**config.mk**
```make
export PLATFORM = sky130hd
export DESIGN_NAME = uart_rx_framer
export DESIGN_NICKNAME = d
export VERILOG_FILES = /design/src/rtl/uart_rx_pkg.sv /design/src/rtl/uart_rx_framer_data_sampling.sv /design/src/rtl/uart_rx_framer.sv
export SDC_FILE = /design/constraint.sdc
export NUM_CORES = 1
export LEC_CHECK = 0
export BUFFER_PORTS_ARGS = -buffer_cell sky130_fd_sc_hd__buf_4
export CAP_MARGIN = 10
export CORE_MARGIN = 2
export CORE_UTILIZATION = 56
export CTS_CLUSTER_DIAMETER = 200
export CTS_CLUSTER_SIZE = 20
export DETAILED_ROUTE_END_ITERATION = 10
export HOLD_SLACK_MARGIN = 0.12
export PLACE_DENSITY = 0.77
export SLEW_MARGIN = 20
export SYNTH_ARGS = -nofsm -noshare
export SYNTH_HDL_FRONTEND = slang
export SYNTH_SLANG_ARGS = --single-unit
```
**constraint.sdc**
```tcl
create_clock -name clk -period 2.1 [get_ports clk]
set_input_delay 0 -clock clk [delete_from_list [all_inputs] [get_ports clk]]
set_output_delay 0 -clock clk [all_outputs]
set_load 0.01 [all_outputs]
```
**src/rtl/uart_rx_pkg.sv**
```systemverilog
// Shared types and constants for the UART receive path: FSM state
// encoding, parity-type codes, legal oversampling ratios and the latched
// per-frame configuration.
package uart_rx_pkg;

  typedef enum logic [2:0] {
    ST_IDLE   = 3'd0,
    ST_START  = 3'd1,
    ST_DATA   = 3'd2,
    ST_PARITY = 3'd3,
    ST_STOP   = 3'd4
  } rx_state_e;

  localparam logic PAR_EVEN = 1'b0;
  localparam logic PAR_ODD  = 1'b1;

  localparam logic [5:0] PRESCALE_8  = 6'd8;
  localparam logic [5:0] PRESCALE_16 = 6'd16;
  localparam logic [5:0] PRESCALE_32 = 6'd32;

  // Configuration captured at the start edge and held for the whole frame.
  typedef struct packed {
    logic [5:0] prescale;
    logic       par_en;
    logic       par_type;
  } frame_cfg_t;

  // Anything other than 16 or 32 clocks per bit falls back to 8.
  function automatic logic [5:0] norm_prescale(input logic [5:0] p);
    case (p)
      PRESCALE_16: return PRESCALE_16;
      PRESCALE_32: return PRESCALE_32;
      default:     return PRESCALE_8;
    endcase
  endfunction

endpackage

```
**src/rtl/uart_rx_framer_data_sampling.sv**
```systemverilog
// Per-bit edge counter and 3-point majority sampler. The counter runs
// 0..P-1 while the framer is inside a frame and sits at 0 in idle, so the
// first bit period starts counting on the cycle after the start edge.
module data_sampling (
  input  logic       clk,
  input  logic       rst,
  input  logic       en,
  input  logic       rx_in,
  input  logic [5:0] prescale,
  output logic       bit_end,
  output logic       sampled_bit
);

  logic [5:0] edge_cnt;
  logic [5:0] half;
  logic [5:0] last;
  logic [2:0] smp;

  assign half = {1'b0, prescale[5:1]};
  assign last = prescale - 6'd1;

  // Edge counter: wraps at P-1, held at zero whenever no frame is active.
  always_ff @(posedge clk) begin
    if (rst || !en) begin
      edge_cnt <= '0;
    end else if (edge_cnt == last) begin
      edge_cnt <= '0;
    end else begin
      edge_cnt <= edge_cnt + 6'd1;
    end
  end

  // Capture the line at the three points around mid-bit.
  always_ff @(posedge clk) begin
    if (rst) begin
      smp <= '0;
    end else if (en) begin
      if (edge_cnt == half - 6'd1) smp[0] <= rx_in;
      if (edge_cnt == half)        smp[1] <= rx_in;
      if (edge_cnt == half + 6'd1) smp[2] <= rx_in;
    end
  end

  // All three samples are settled by the last count of the bit.
  assign bit_end     = en && (edge_cnt == last);
  assign sampled_bit = (smp[0] & smp[1]) | (smp[0] & smp[2]) | (smp[1] & smp[2]);

endmodule

```
**src/rtl/uart_rx_framer.sv**
```systemverilog
// UART receive framer: start / data / optional parity / stop sequencing on
// top of the majority sampler. Parity checking is done outside; this block
// presents the word and parity bit, strobes the checker for one cycle and
// folds its verdict into the end-of-frame status pulses.
module uart_rx_framer
  import uart_rx_pkg::*;
#(
  parameter int   WIDTH = 8,
  parameter logic EVEN  = PAR_EVEN,
  parameter logic ODD   = PAR_ODD
) (
  input  logic             clk,
  input  logic             rst,
  input  logic             rx_in,
  input  logic [5:0]       prescale,
  input  logic             par_en,
  input  logic             par_type,
  input  logic             par_err,
  output logic [WIDTH-1:0] p_data,
  output logic             par_bit,
  output logic             par_chk_en,
  output logic             data_valid,
  output logic             par_err_out,
  output logic             strt_err,
  output logic             stp_err
);

  localparam int BCW = (WIDTH > 1) ? $clog2(WIDTH) : 1;
  localparam logic [BCW-1:0] LAST_BIT = BCW'(WIDTH - 1);

  rx_state_e      state;
  frame_cfg_t     cfg_q;
  logic [BCW-1:0] bit_cnt;
  logic           par_err_q;
  logic           chk_phase;
  logic           bit_end;
  logic           sampled_bit;
  logic           ptype_ok;

  // A par_type code matching neither configured code cannot be checked
  // meaningfully, so such a frame is reported as a parity failure.
  assign ptype_ok = (cfg_q.par_type == EVEN) || (cfg_q.par_type == ODD);

  data_sampling u_sampling (
    .clk         (clk),
    .rst         (rst),
    .en          (state != ST_IDLE),
    .rx_in       (rx_in),
    .prescale    (cfg_q.prescale),
    .bit_end     (bit_end),
    .sampled_bit (sampled_bit)
  );

  // Frame FSM with registered data and one-cycle status pulses.
  always_ff @(posedge clk) begin
    if (rst) begin
      state       <= ST_IDLE;
      cfg_q       <= '{prescale: PRESCALE_8, par_en: 1'b0, par_type: 1'b0};
      bit_cnt     <= '0;
      par_err_q   <= 1'b0;
      chk_phase   <= 1'b0;
      p_data      <= '0;
      par_bit     <= 1'b0;
      par_chk_en  <= 1'b0;
      data_valid  <= 1'b0;
      par_err_out <= 1'b0;
      strt_err    <= 1'b0;
      stp_err     <= 1'b0;
    end else begin
      par_chk_en  <= 1'b0;
      data_valid  <= 1'b0;
      par_err_out <= 1'b0;
      strt_err    <= 1'b0;
      stp_err     <= 1'b0;
      case (state)
        ST_IDLE: begin
          if (!rx_in) begin
            state     <= ST_START;
            cfg_q     <= '{prescale: norm_prescale(prescale),
                           par_en:   par_en,
                           par_type: par_type};
            bit_cnt   <= '0;
            par_err_q <= 1'b0;
            chk_phase <= 1'b0;
          end
        end
        ST_START: begin
          if (bit_end) begin
            if (!sampled_bit) begin
              state <= ST_DATA;
            end else begin
              strt_err <= 1'b1;
              state    <= ST_IDLE;
            end
          end
        end
        ST_DATA: begin
          if (bit_end) begin
            p_data  <= {sampled_bit, p_data[WIDTH-1:1]};
            bit_cnt <= bit_cnt + 1'b1;
            if (bit_cnt == LAST_BIT) begin
              state <= cfg_q.par_en ? ST_PARITY : ST_STOP;
            end
          end
        end
        ST_PARITY: begin
          // Second phase: the checker has seen par_chk_en for one cycle.
          if (chk_phase) begin
            par_err_q <= par_err | !ptype_ok;
            chk_phase <= 1'b0;
            state     <= ST_STOP;
          end else if (bit_end) begin
            par_bit    <= sampled_bit;
            par_chk_en <= 1'b1;
            chk_phase  <= 1'b1;
          end
        end
        ST_STOP: begin
          if (bit_end) begin
            state       <= ST_IDLE;
            stp_err     <= !sampled_bit;
            par_err_out <= par_err_q;
            data_valid  <= sampled_bit & !par_err_q;
          end
        end
        default: state <= ST_IDLE;
      endcase
    end
  end

endmodule

```
## After elaboration in Yosys (flattened, before gate mapping)

Index checks and enable logic that the tools add are counted.

| storage, ports and cells | value |
|---|---|
| bits of input ports | 12 |
| bits in registers | 38 |
| logic and storage cells | 94 |
| output and inout port bits | 14 |

| cells by class | value |
|---|---|
| mux-type cells | 20 |
| equal/unequal tests | 17 |
| reduce and logical (&&, ||, !) cells | 23 |
| bitwise operators | 12 |
| add/subtract/negate cells | 5 |

Operators by type and width:

| kind | count |
|---|---|
| 3-bit two-way mux | 9 |
| 6-bit == test | 3 |
| 3-bit one-hot mux with 5 select lines | 1 |
| 2-bit inequality test, second input constant | 6 |
| 6-bit one-hot mux with 2 select lines | 1 |
| 2-bit AND reduction | 6 |
| 3-bit AND reduction | 3 |
| 5-bit by 1-bit adder with 6-bit output, second input constant | 1 |
| 6-bit by 1-bit adder with 6-bit output, second input constant | 1 |
| 3-bit by 2-bit == test with 1-bit output, second input constant | 2 |
| 3-bit == test, second input constant | 2 |
| 6-bit by 5-bit == test with 1-bit output | 1 |
| 6-bit by 5-bit == test with 1-bit output, second input constant | 1 |
| 6-bit == test, second input constant | 1 |
| 1-bit inverter | 6 |
| 3-bit one-hot mux with 2 select lines | 1 |
| 6-bit AND reduction | 1 |
| 3-bit OR reduction | 2 |
| 5-bit by 1-bit subtractor with 6-bit output, second input constant | 1 |
| 6-bit by 1-bit subtractor with 6-bit output, second input constant | 1 |
| 1-bit two-way mux | 5 |
| 1-bit bitwise AND | 4 |
| 1-bit one-hot mux with 2 select lines | 2 |
| 2-bit nonzero test | 2 |
| other kinds (10) | 14 |

## Longest topological paths before layout

Gate-level depths: netlist (run 1).

| depth | value |
|---|---|
| depth in word-level cells | 6 |
| depth in mapped cells | 8 |
| gate-level depth less buffers | 6 |

## By module

A second synthesis (run 1) with hierarchy kept.

| second synthesis, totals | value |
|---|---|
| cell total of the unflattened synthesis | 237 |
| area, all modules | 2033.2 um^2 |

Modules (own cells, without submodules):

| module | cells an instance | area each (um^2) | sequential area each (um^2) | times used |
|---|---|---|---|---|
| uart_rx_framer | 135 | 1169.9 | 520.5 | 1 |
| data_sampling | 102 | 863.3 | 180.2 | 1 |

## Worst setup path before layout (run 1)

Ideal clock, no wire load.

| path | value |
|---|---|
| kind | reg-to-reg |
| from | register cfg_q[5] (netlist bit) |
| to | register state[0] |
| setup time | 0.121 ns |
| clock period less this slack | 1.855 ns |
| path slack | 0.245 ns |
| path buffers | 1 |
| arrival | 1.735 ns |
| data required time | 1.979 ns |
| stages on the path, launching flop included | 8 |
| cell sequence | dfxtp_1 inv_1 ha_1 xor2_1 and4_4 buf_6 o22ai_2 mux2_2 |

| between the ends | value |
|---|---|
| cells in the longest elaborated chain, start to end | 5 |
| elaborated cells between the ends (all ways) | 7 |
| those cells by class | 1 x add/sub; 4 x eq/ne; 2 x reduce/logical |

RTL lines:

| what | line | source |
|---|---|---|
| start, declared | uart_rx_framer.sv:32 | `frame_cfg_t cfg_q;` |
| start signal, assigned | uart_rx_framer.sv:58 | `cfg_q <= '{prescale: PRESCALE_8, par_en: 1'b0, par_type: 1'b0};` |
| start signal, assigned | uart_rx_framer.sv:79 | `cfg_q <= '{prescale: norm_prescale(prescale),` |
| 6-bit by 1-bit subtractor with 6-bit output * | uart_rx_framer_data_sampling.sv:20 | `assign last = prescale - 6'd1;` |
| 6-bit == test * | uart_rx_framer_data_sampling.sv:45 | `assign bit_end = en && (edge_cnt == last);` |
| 1-bit logical AND * | uart_rx_framer_data_sampling.sv:45 |  |
| 2-bit inequality test (no line) | -- |  |
| 6-bit AND reduction (no line) * | -- |  |
| end signal, assigned | uart_rx_framer.sv:102 | `state <= cfg_q.par_en ? ST_PARITY : ST_STOP;` |
| end, declared | uart_rx_framer.sv:31 | `rx_state_e state;` |

Every way passes the cells marked *; elsewhere a longest branch is shown, timed or not.
A chain may end at the register's enable or synchronous reset.

## Worst setup path after layout (run 1)

| path | value |
|---|---|
| from | input prescale[2] |
| to | register cfg_q[6] (netlist bit) |

| between the ends | value |
|---|---|
| cells in the longest elaborated chain, start to end | 2 |
| elaborated cells between the ends (all ways) | 3 |
| those cells by class | 2 x eq/ne; 1 x mux |

RTL lines:

| what | line | source |
|---|---|---|
| start, declared | uart_rx_framer.sv:15 | `input logic [5:0] prescale,` |
| 6-bit == test or 6-bit by 5-bit == test with 1-bit output (tied branches) | uart_rx_pkg.sv:30 | `case (p)` |
| 6-bit one-hot mux with 2 select lines * | uart_rx_pkg.sv:30 |  |

Marked as above.

==> metrics.txt, run 1 <==
outcome finished clean; detailed-routing iteration count for the pre-antenna-repair pass 4; number of cells in the finished layout apart from fillers 278; capture point of the worst reg-to-reg path state[1]; proportion of synthesized flip-flops having asynchronous set or reset 0; TritonCTS clock tree done; Slowest Stage Delay on Critical Path 0.60 ns; Max Slew Vio Count 0; Primary FF master, synth sky130_fd_sc_hd__dfxtp_1; final core utilization 0.7054; number of inserted filler cells in the final layout 222; share of the clock period used by the worst path after layout 0.9396; Critical Setup Path Class in2reg; global-route wire length before repair 6237 um; number of antenna violations at the first check in global routing 0; maximum buffer depth of the clock tree 2; maximum vdd drop 0.0005223 V; count of warnings emitted by yosys 0; worst min-delay path endpoint cfg_q[7]; launch instance of the worst register-to-register path cfg_q[5]; antenna diode instance count 0; crit path setup slack, layout 0.1268 ns; num ports 26; Crit path required time 2.37 ns; PortBufs 24; sequential-to-total area share from yosys stat 0.3974; worst reg-to-reg path cell count 6; minimum clock period 1.973 ns; final wirelength 3580 um; starting density of the core 0.5822; DRT iter0 DRCs 49; count of final hold-check violations 0; clock transition at the registers of the reported paths 0.11 ns; DRC Markers 0; die outline width 60.11 um; residual antenna-violating net count after detailed routing 0; placeable core region 3028 um^2; cells traversed along the worst timing path dlygate4sd3_1 > buf_4 > or4_1 > dlygate4sd3_1 > or4_1 > a21oi_1; highest net fanout along the worst path 2; final HPWL from detailed placement 2468 um; largest net degree at the start of global routing 32; number of instances in the placed design 261; cell at the slowest stage of the critical path sky130_fd_sc_hd__dlygate4sd3_1; # Max-Cap Violations 0; clock latency on the worst-skew pair 0.34 ns; TritonCTS Sinks 35; per-cell routed wire length 12.88 um; final RePlAce weighted congestion 0.8161; number of enable-type register cells in the synthesized netlist 0; highest clock rate 506.8 MHz; number of setup buffers added after CTS 0; post-synthesis average cell area 8.642 um^2; hold path cells 5; number of global-route vias before repair 1,459; post-synthesis net count 222; Worst Hold Class in2reg; number of CTS-inserted buffers 5; R2R Setup Slk 0.14 ns; Yosys reg bits 35; number of distinct library cells after synthesis 43; global-route usage over all layers 0.2260; average vias per placed instance 5.464; worst-margin pin slew 0.5997 ns; post-synthesis cell area 1763 um^2; power density over the cells 801.0 nW/um^2; # setup viols final 0; net count of the finished layout 251; Syn Inst Count 204; Die Ht 60.11 um; vias after detailed routing 1,519; slew margin rel. 0.5980; Hold Startpoint prescale[3]; overall die area 3613 um^2; CTS root buf sky130_fd_sc_hd__clkbuf_4; crit path DAT 2.24 ns; static leakage power 0.8287 nW; fraction of synthesized cell area taken by the top area cell type 0.3974; post-synthesis cell type with the largest combined area sky130_fd_sc_hd__dfxtp_1; remaining global-route overflow 0; setup clock skew after layout 0.01418 ns; most instantiated library cell after synthesis sky130_fd_sc_hd__dfxtp_1; top post-synthesis cells by area sky130_fd_sc_hd__dfxtp_1 (40%), sky130_fd_sc_hd__a21oi_1 (5.1%), sky130_fd_sc_hd__xor2_1 (4.5%), sky130_fd_sc_hd__ha_1 (4.3%), sky130_fd_sc_hd__nand3_1 (4.0%); kind of end point of the critical path flop; RSZ-0062 raised after global routing no; row count 20; proportion of layout cells with a drive suffix above 1 0.2179; setup slack at placement 0.1483 ns; most numerous cell types in the synthesized netlist sky130_fd_sc_hd__dfxtp_1 (35), sky130_fd_sc_hd__a21oi_1 (18), sky130_fd_sc_hd__nor2_1 (17), sky130_fd_sc_hd__nand3_1 (14), sky130_fd_sc_hd__o21ai_0 (13); setup TNS after final layout 0 ns; H-Tree Level Count 2; category of the worst setup path launch point input port; area overhead of the layout relative to synthesis 21.15%
flip-flops by register name (all words and copies together) (netlist names), 3 cells and up:
signal and flops:
cfg_q 4, u_sampling.smp 3, bit_cnt 3, u_sampling.edge_cnt 6, state 3, p_data 8
how the worst max path moves through the flow:
stage                            from  slack (ns)                      to
final                     prescale[2]        0.13                cfg_q[6]
after global routing         cfg_q[5]        0.03                state[1]
after CTS                    cfg_q[5]        0.12  u_sampling.edge_cnt[2]
after detailed placement     cfg_q[5]        0.15  u_sampling.edge_cnt[2]
after global placement       cfg_q[5]        0.23                state[0]
after floorplan              cfg_q[5]        0.24                state[0]
cell families (layout without fill, tap and decap cells):
family / after synthesis / after routing / share of synthesized area
multiplexers: 3 / 3 / 0.01845
flip-flops: 35 / 35 / 0.3974
adder cells (fa/ha/maj): 7 / 7 / 0.04826
AO/OA/AOI/OAI: 44 / 44 / 0.1498
AND/OR/NAND/NOR: 73 / 73 / 0.2342
buffers and inverters: 27 / 57 / 0.06955
XOR/XNOR: 15 / 15 / 0.08233
metrics by stage:
step	hold WS [ns]	area (um^2)	total power (W)
after floorplan	0.1439	1763	0.001107
after global placement	0.2315	1954	0.001173
after detailed placement	0.2362	1954	0.001192
after CTS	0.1364	2131	0.001714
after global routing	0.1554	2136	0.001819
final	0.1488	2136	0.001711
area by class of cell:
| type | instances | area [um^2] | area share |
|---|---|---|---|
| clock buffers | 6 | 51.30 | 0.02402 |
| flip-flops and latches | 35 | 700.7 | 0.3281 |
| repair buffers | 38 | 307.8 | 0.1441 |
| well taps | 44 | 55.05 | 0.02578 |
| inverters | 11 | 41.29 | 0.01933 |
| clock inverters | 2 | 35.03 | 0.01640 |
| multi-input cells | 142 | 944.7 | 0.4423 |
layout by cell type, fill, tap and decap left out, drive strengths merged, types with 2 or more instances in the layout:
master,instances
and2,2
buf,29
dlygate4sd3,9
nand3b,2
xnor2,5
or3,2
a21oi,18
o21ai,13
nor3,5
dfxtp,35
ha,6
inv,11
nand4b,4
nor2b,2
o31ai,3
or4,4
clkbuf,6
nand2,7
mux2,2
o211ai,3
nand3,14
nand4,2
nor4,2
xor2,9
nor2,23
worst max-delay path, delay by kind of cell:
family / cells / cell delay, ns
buffers and inverters: 3 / 1.26
AOI/OAI and AO/OA: 1 / 0.16
and+or+nand+nor: 2 / 0.81
what timing repair did:
action,in CTS,in global routing
endpoints found under the setup margin,0,3
endpoints found under the hold margin,23,0
hold buffers,9,0
gates resized for setup,0,1
routing by layer:
layer | global-route usage | routed length [um] | up-vias
li1 | - | - | 773
met1 | 0.2714 | 1601 | 720
met2 | 0.3804 | 1817 | 22
met3 | 0.06277 | 119 | 4
met4 | 0.08571 | 41 | 0
met5 | 0 | 0 | -
where the power goes:
group / switching (W) / internal [W]
combinational: 0.000253 / 0.000197
sequential: 0.0000519 / 0.000698
clock: 0.000229 / 0.000281
Note: power is estimated with default switching activity, not from simulation.
==> run 2: changes to the inputs <==
Settings changed: ABC_AREA set to 1, CORE_UTILIZATION 56 to 58, PLACE_DENSITY 0.77 to 0.79, SKIP_LAST_GASP set to 1, SYNTH_HIERARCHICAL set to 1.
==> run 2 against run 1 <==
- sequential share of layout area shrank 6.8 points
- largest cell class unchanged
- synthesized cell count increased by 62%
- die area rose by 17%
- hold slack improved by 0.32 ns
- wire length rose by 27%
- final cell count rose by 58%
- highest routed layer unchanged
- setup slack got worse by 0.020 ns
- sequential power up 9.3%
- critical path depth up 2
- critical path type unchanged
==> metrics.txt, run 2 <==
outcome finished clean; highest clock rate 501.8 MHz; maximum buffer depth of the clock tree 2; row count 22; Simple-Gate Fraction of Synth Area 0.4292; category of the worst setup path launch point input port; TritonCTS Sinks 35; largest net degree at the start of global routing 18; Hold Startpoint par_err_q; global-route usage over all layers 0.2372; launch instance of the worst register-to-register path cfg_q[6]; mux contribution to synthesized area 0; most frequent standard cell in the layout excluding fill and tap cells sky130_fd_sc_hd__nand2_1; Worst path most repeated cell sky130_fd_sc_hd__dlygate4sd3_1; critical path's top delay family buffers and inverters; # Max-Cap Violations 0; main combinational cell family by area after synthesis simple AND/OR/NAND/NOR gates; area after detailed placement 2476 um^2; GR met2 Demand/Resource 0.3802; count of final hold-check violations 0; detailed-routing iteration count for the pre-antenna-repair pass 4; cell at the slowest stage of the critical path sky130_fd_sc_hd__dlygate4sd3_1; top post-synthesis cells by area sky130_fd_sc_hd__dfxtp_1 (32%), sky130_fd_sc_hd__nand2_1 (14%), sky130_fd_sc_hd__nor2_1 (9.0%), sky130_fd_sc_hd__nand3_1 (7.6%), sky130_fd_sc_hd__inv_1 (5.2%); number of enable-type register cells in the synthesized netlist 0; sequential-to-total area share from yosys stat 0.3235; footprint of the flip-flops and latches 704.4 um^2; DRC Markers 0; proportion of layout cells with a drive suffix above 1 0.2282; CP startpoint prescale[0]; number of antenna violations at the first check in global routing 0; PortBufs 24; Primary FF master, synth sky130_fd_sc_hd__dfxtp_1; post-synthesis cell area 2166 um^2; Largest register FFs 8; power density over the cells 947.0 nW/um^2; largest registers in the final layout p_data (8), u_sampling/edge_cnt (6), cfg_q (4); post-synthesis average cell area 6.563 um^2; busiest grt layer met2; placeable core region 3633 um^2; worst reg-to-reg path cell count 15; minimum clock period 1.993 ns; Top reg by flops p_data; Max Slew Vio Count 0; fraction of the mapped netlist area in compound gates 0.05777; clock transition at the registers of the reported paths 0.07 ns; CTS root buf sky130_fd_sc_hd__clkbuf_8; post-synthesis adder-cell area fraction 0.04506; GR Util met1 0.3186; XOR/XNOR share of the synthesized area 0.04044; number of inserted filler cells in the final layout 314; share of the clock period used by the worst path after layout 0.9489; residual antenna-violating net count after detailed routing 0; count of warnings emitted by yosys 6; WHS 0.4664 ns; final core utilization 0.7459; fraction of synthesized cell area taken by the top area cell type 0.3235; Worst Hold Class reg2reg; # setup viols final 0; global-route wire length before repair 7872 um; overall die area 4239 um^2; CP bufs+invs 4; post-synthesis cell type with the largest combined area sky130_fd_sc_hd__dfxtp_1; proportion of synthesized flip-flops having asynchronous set or reset 0; final wirelength 4538 um; clock latency on the worst-skew pair 0.29 ns; most numerous cell types in the synthesized netlist sky130_fd_sc_hd__nand2_1 (82), sky130_fd_sc_hd__nor2_1 (52), sky130_fd_sc_hd__dfxtp_1 (35), sky130_fd_sc_hd__nand3_1 (33), sky130_fd_sc_hd__inv_1 (30); starting density of the core 0.5961; Yosys reg bits 35; remaining global-route overflow 0; number of distinct library cells after synthesis 28; area overhead of the layout relative to synthesis 25.13%; most frequent cells in the layout sky130_fd_sc_hd__nand2_1 (82), sky130_fd_sc_hd__nor2_1 (49), sky130_fd_sc_hd__buf_4 (36); Syn Inst Count 330; met3 Resource Use GR 0.05308; number of CTS-inserted buffers 5; per-cell routed wire length 10.36 um; static leakage power 1.332 nW; num ports 26; hold path cells 2; maximum vdd drop 0.0007232 V; die outline width 65.11 um; footprint of the multi-input gates 1309 um^2; most instantiated library cell after synthesis sky130_fd_sc_hd__nand2_1; vias after detailed routing 2,120; Crit path required time 2.28 ns; H-Tree Level Count 2; final RePlAce weighted congestion 0.8761; kind of end point of the critical path flop; number of stages on the worst setup path 8; cells traversed along the worst timing path dlygate4sd3_1 > buf_4 > nor2_1 > dlygate4sd3_1 > nand4_1 > dlygate4sd3_1 > nand3_1 > nand2_1; highest net fanout along the worst path 2; Critical Setup Path Class in2reg; Slowest Stage Delay on Critical Path 0.61 ns; antenna diode instance count 0; final HPWL from detailed placement 3355 um; number of global-route vias before repair 1,832; R2R Setup Slk 0.25 ns; setup clock skew after layout 0.008996 ns; crit path DAT 2.17 ns; DRT iter0 DRCs 102; area of all placed cells without fillers 2710 um^2; average vias per placed instance 4.840; Die Ht 65.11 um; net count of the finished layout 408; TritonCTS clock tree done
==> run 2: worst paths after layout <==
kind                       to
setup / recovery     cfg_q[5]
hold reg to reg   par_err_out
setup reg to reg     state[0]
hold / removal    par_err_out
==> run 2: where the power goes <==
| part | internal (W) | switching, W |
|---|---|---|
| logic | 0.000426 | 0.000694 |
| registers | 0.000737 | 0.0000834 |
| clock network | 0.000384 | 0.000242 |
| total | 0.00155 | 0.00102 |
==> run 2: logic make-up (layout without fill, tap and decap cells) <==
family	count (synthesis)	in the layout
AO/OA/AOI/OAI	25	25
XOR/XNOR	10	10
adder cells (fa/ha/maj)	8	8
buffers and inverters	47	93
flip-flops	35	35
other	1	15
AND/OR/NAND/NOR	204	204
==> run 2: timing repair <==
| action | CTS | global route |
|---|---|---|
| hold endpoints to repair | 12 | 0 |
| endpoints found under the setup margin | 0 | 14 |
| setup buffers | 0 | 0 |
| gates resized for setup | 0 | 7 |
| hold buffers | 10 | 0 |
==> run 2: worst reg2reg max path: stages, from the launching register on <==
cell and delay [ns]:
sky130_fd_sc_hd__dfxtp_1 0.39, sky130_fd_sc_hd__inv_2 0.07, sky130_fd_sc_hd__nor2_1 0.12, sky130_fd_sc_hd__o21ai_1 0.08, sky130_fd_sc_hd__nand2_1 0.05, sky130_fd_sc_hd__nand2_1 0.04, sky130_fd_sc_hd__nor2_1 0.15, sky130_fd_sc_hd__nand2_2 0.12
sky130_fd_sc_hd__nor2_4 0.12, sky130_fd_sc_hd__inv_1 0.10, sky130_fd_sc_hd__nand3_1 0.10, sky130_fd_sc_hd__nand2_1 0.09, sky130_fd_sc_hd__nor2_2 0.12, sky130_fd_sc_hd__nand3_1 0.08, sky130_fd_sc_hd__nand2_1 0.06, sky130_fd_sc_hd__nor2_1 0.04
==> run 2: layout make-up <==
| cell class | count | share of cell area |
|---|---|---|
| inverters | 39 | 0.05494 |
| clock inverters | 2 | 0.01293 |
| repair buffers | 46 | 0.1367 |
| well taps | 48 | 0.02216 |
| clock buffers | 6 | 0.03047 |
| multi-input cells | 262 | 0.4829 |
| flip-flops and latches | 35 | 0.2599 |
==> run 2: stage by stage <==
stage	setup WS, ns	instances	power [W]	setup TNS, ns
after global routing	-0.003067	438	0.002767	-0.003067
after detailed placement	0.1200	420	0.001888	0
final	0.1072	438	0.002566	0
after CTS	0.09248	438	0.002536	0
after global placement	0.1410	420	0.001870	0
after floorplan	0.2673	344	0.001676	0
==> run 2: routing by layer <==
metal | share of wire | vias to the layer above
li1 | - | 1133
met2 | 0.47 | 35
met4 | 0.011 | 0
met1 | 0.48 | 947
met5 | 0 | -
met3 | 0.038 | 5
==> run 3: changes to the inputs <==
Settings changed: ABC_AREA 1 to 0, CORE_UTILIZATION 58 to 57, PLACE_DENSITY 0.79 to 0.78.
==> run 3 against run 2 <==
- the run now ends with negative setup slack left
- setup slack worse by 0.20 ns
- die area is 4.2% lower
- wire length is 3.0% higher
- non-clock buffer count is 11 higher
- clock power is 39% lower
- global-route usage is 1.0 points higher
- synthesized area is 6.1% lower
- final area is 2.8% lower
- critical path type is now reg2reg
==> metrics.txt, run 3 <==
TritonCTS Sinks 35; top post-synthesis cells by area sky130_fd_sc_hd__dfxtp_1 (34%), sky130_fd_sc_hd__xor2_1 (5.2%), sky130_fd_sc_hd__ha_1 (4.3%), sky130_fd_sc_hd__xnor2_1 (4.3%), sky130_fd_sc_hd__nor2_1 (4.2%); Hold Startpoint prescale[3]; post-synthesis cell type with the largest combined area sky130_fd_sc_hd__dfxtp_1; launch instance of the worst register-to-register path cfg_q[5]; Largest register FFs 8; residual antenna-violating net count after detailed routing 0; count of warnings emitted by yosys 6; vias after detailed routing 1,816; final HPWL from detailed placement 3157 um; largest net degree at the start of global routing 33; WL met1 2170 um; Worst Hold Class in2reg; setup clock skew after layout 0.006319 ns; placeable core region 3390 um^2; maximum vdd drop 0.0005429 V; CTS root buf sky130_fd_sc_hd__clkbuf_4; number of distinct library cells after synthesis 53; highest clock rate 456.6 MHz; Net Sw Power 0.0005881 W; net count of the finished layout 315; Seq pwr share 0.412; H-Tree Level Count 2; most instantiated library cell after synthesis sky130_fd_sc_hd__dfxtp_1; starting density of the core 0.5999; detailed-routing iteration count for the pre-antenna-repair pass 4; sequential-to-total area share from yosys stat 0.3446; WHS 0.1886 ns; cells traversed along the worst timing path buf_6 > nor2_4 > nand2_2 > xnor2_2 > a211oi_4 > and2_4 > a21bo_2 > o22a_1 > o211ai_2 > mux2_4; uppermost signal routing layer after detailed routing met4; largest registers in the final layout p_data (8), u_sampling/edge_cnt (6), cfg_q (4); post-synthesis cell area 2033 um^2; final RePlAce weighted congestion 0.8259; total power 0.001770 W; cell internal power dissipation 0.001182 W; number of global-route vias before repair 1,729; portion of total power attributed to the clock network 0.215; fraction of synthesized cell area taken by the top area cell type 0.3446; total met2 wirelength after detailed routing 2268 um; critical path's top delay family compound AO/OA/AOI/OAI gates; global-route usage over all layers 0.2474; Max Slew Vio Count 0; cell at the slowest stage of the critical path sky130_fd_sc_hd__dfxtp_4; Top reg by flops p_data; die outline width 63.73 um; DRC Markers 0; remaining global-route overflow 0; power density over the cells 671.9 nW/um^2; Yosys reg bits 35; footprint of the flip-flops and latches 706.9 um^2; number of cells in the finished layout apart from fillers 342; TritonCTS clock tree done; # setup viols final 2; area overhead of the layout relative to synthesis 29.54%; number of CTS-inserted buffers 5; minimum clock period 2.190 ns; outcome complete, but fails checks; Syn Inst Count 237; post-synthesis average cell area 8.579 um^2; per-cell routed wire length 13.67 um; crit path setup slack, layout -0.09027 ns; number of inserted filler cells in the final layout 236; Critical Setup Path Class reg2reg; most frequent cells in the layout sky130_fd_sc_hd__buf_4 (44), sky130_fd_sc_hd__dfxtp_1 (32), sky130_fd_sc_hd__nand2_1 (21); violations in the final reports negative setup slack; number of enable-type register cells in the synthesized netlist 0; Crit path required time 2.34 ns; CP bufs+invs 1; Slowest Stage Delay on Critical Path 0.37 ns; Gate power share 0.373; static leakage power 1.108 nW; DRT iter0 DRCs 162; Met3 Routed Length 167 um; category of the worst setup path launch point flop; number of antenna violations at the first check in global routing 0; clock transition at the registers of the reported paths 0.10 ns; PortBufs 24; antenna diode instance count 0; proportion of synthesized flip-flops having asynchronous set or reset 0; highest net fanout along the worst path 7; final wirelength 4676 um; share of the clock period used by the worst path after layout 1.043; Die Ht 63.73 um; global-route wire length before repair 7790 um; CP startpoint cfg_q[5]; Primary FF master, synth sky130_fd_sc_hd__dfxtp_1; RSZ-0062 raised after global routing yes; switching share of power 0.3323; footprint of the multi-input gates 1324 um^2; overall die area 4061 um^2; kind of end point of the critical path flop; most frequent standard cell in the layout excluding fill and tap cells sky130_fd_sc_hd__buf_4; row count 21; crit path DAT 2.43 ns; maximum buffer depth of the clock tree 2; count of final hold-check violations 0; # Max-Cap Violations 0; num ports 26; average vias per placed instance 5.310; most numerous cell types in the synthesized netlist sky130_fd_sc_hd__dfxtp_1 (35), sky130_fd_sc_hd__nor2_1 (23), sky130_fd_sc_hd__nand2_1 (22), sky130_fd_sc_hd__a21oi_1 (13), sky130_fd_sc_hd__xor2_1 (12); proportion of layout cells with a drive suffix above 1 0.2804; clock latency on the worst-skew pair 0.34 ns; number of instances in the placed design 322
-- run 3: logic make-up (layout without fill, tap and decap cells) --
family / after synthesis / after routing / synth area share
AND/OR/NAND/NOR: 104 / 104 / 0.2720
AO/OA/AOI/OAI: 35 / 35 / 0.1292
flip-flops: 35 / 35 / 0.3446
XOR/XNOR: 23 / 23 / 0.1028
buffers and inverters: 23 / 71 / 0.06030
adder cells (fa/ha/maj): 8 / 8 / 0.04800
multiplexers: 8 / 8 / 0.04123
other: 1 / 12 / 0.001844
-- run 3: through the flow --
step           utilization  setup TNS [ns]  setup slack, ns  instance area (um^2)
6_report            0.7770         -0.1782         -0.09027                  2634
2_1_floorplan            -         -0.1790         -0.04696                  2126
5_1_grt             0.7770         -0.9013          -0.1522                  2634
3_3_place_gp        0.7043        -0.07905         -0.03973                  2387
4_1_cts             0.7619         -0.1394         -0.06871                  2582
3_5_place_dp        0.7043         -0.2138         -0.09365                  2387
-- run 3: per-layer routing --
layer / vias up / track usage
met2: 29 / 0.4066
li1: 924 / -
met5: - / 0
met1: 855 / 0.3125
met3: 8 / 0.06786
met4: 0 / 0.08152
-- run 3: worst paths after layout --
check,end,slack (ns),depth (start not counted)
hold reg to reg,p_data[0],0.46,2
setup / recovery,state[0],-0.09,10
setup reg to reg,state[0],-0.09,10
hold / removal,cfg_q[6],0.19,5
-- run 3: worst min-delay path, delay by kind of cell --
family | cells | cell delay [ns]
and+or+nand+nor | 3 | 0.22
AOI/OAI and AO/OA | 1 | 0.19
buffers and inverters | 1 | 0.08
-- run 3: cell type report --
type / count / share of cell area
multi-input cells: 190 / 0.5026
flip-flops and latches: 35 / 0.2684
repair buffers: 57 / 0.1758
well taps: 46 / 0.02185
clock buffers: 6 / 0.01948
inverters: 7 / 0.009976
clock inverters: 1 / 0.001900
-- run 3: repair_timing --
action | in CTS | in global routing
setup buffers | 1 | 1
endpoints found under the setup margin | 6 | 10
pin swaps | 8 | 7
resized for setup | 7 | 11
hold buffers | 11 | 0
endpoints found under the hold margin | 23 | 0
-- run 3: power by group through the flow --
stage / Clock (W) / Combinational [W] / Sequential [W]
after floorplan: 0 / 0.000487 / 0.000742
after global placement: 0 / 0.000573 / 0.000739
after detailed placement: 0 / 0.000587 / 0.000741
after CTS: 0.000384 / 0.000640 / 0.000728
after global routing: 0.000415 / 0.000728 / 0.000735
final: 0.000381 / 0.000660 / 0.000729
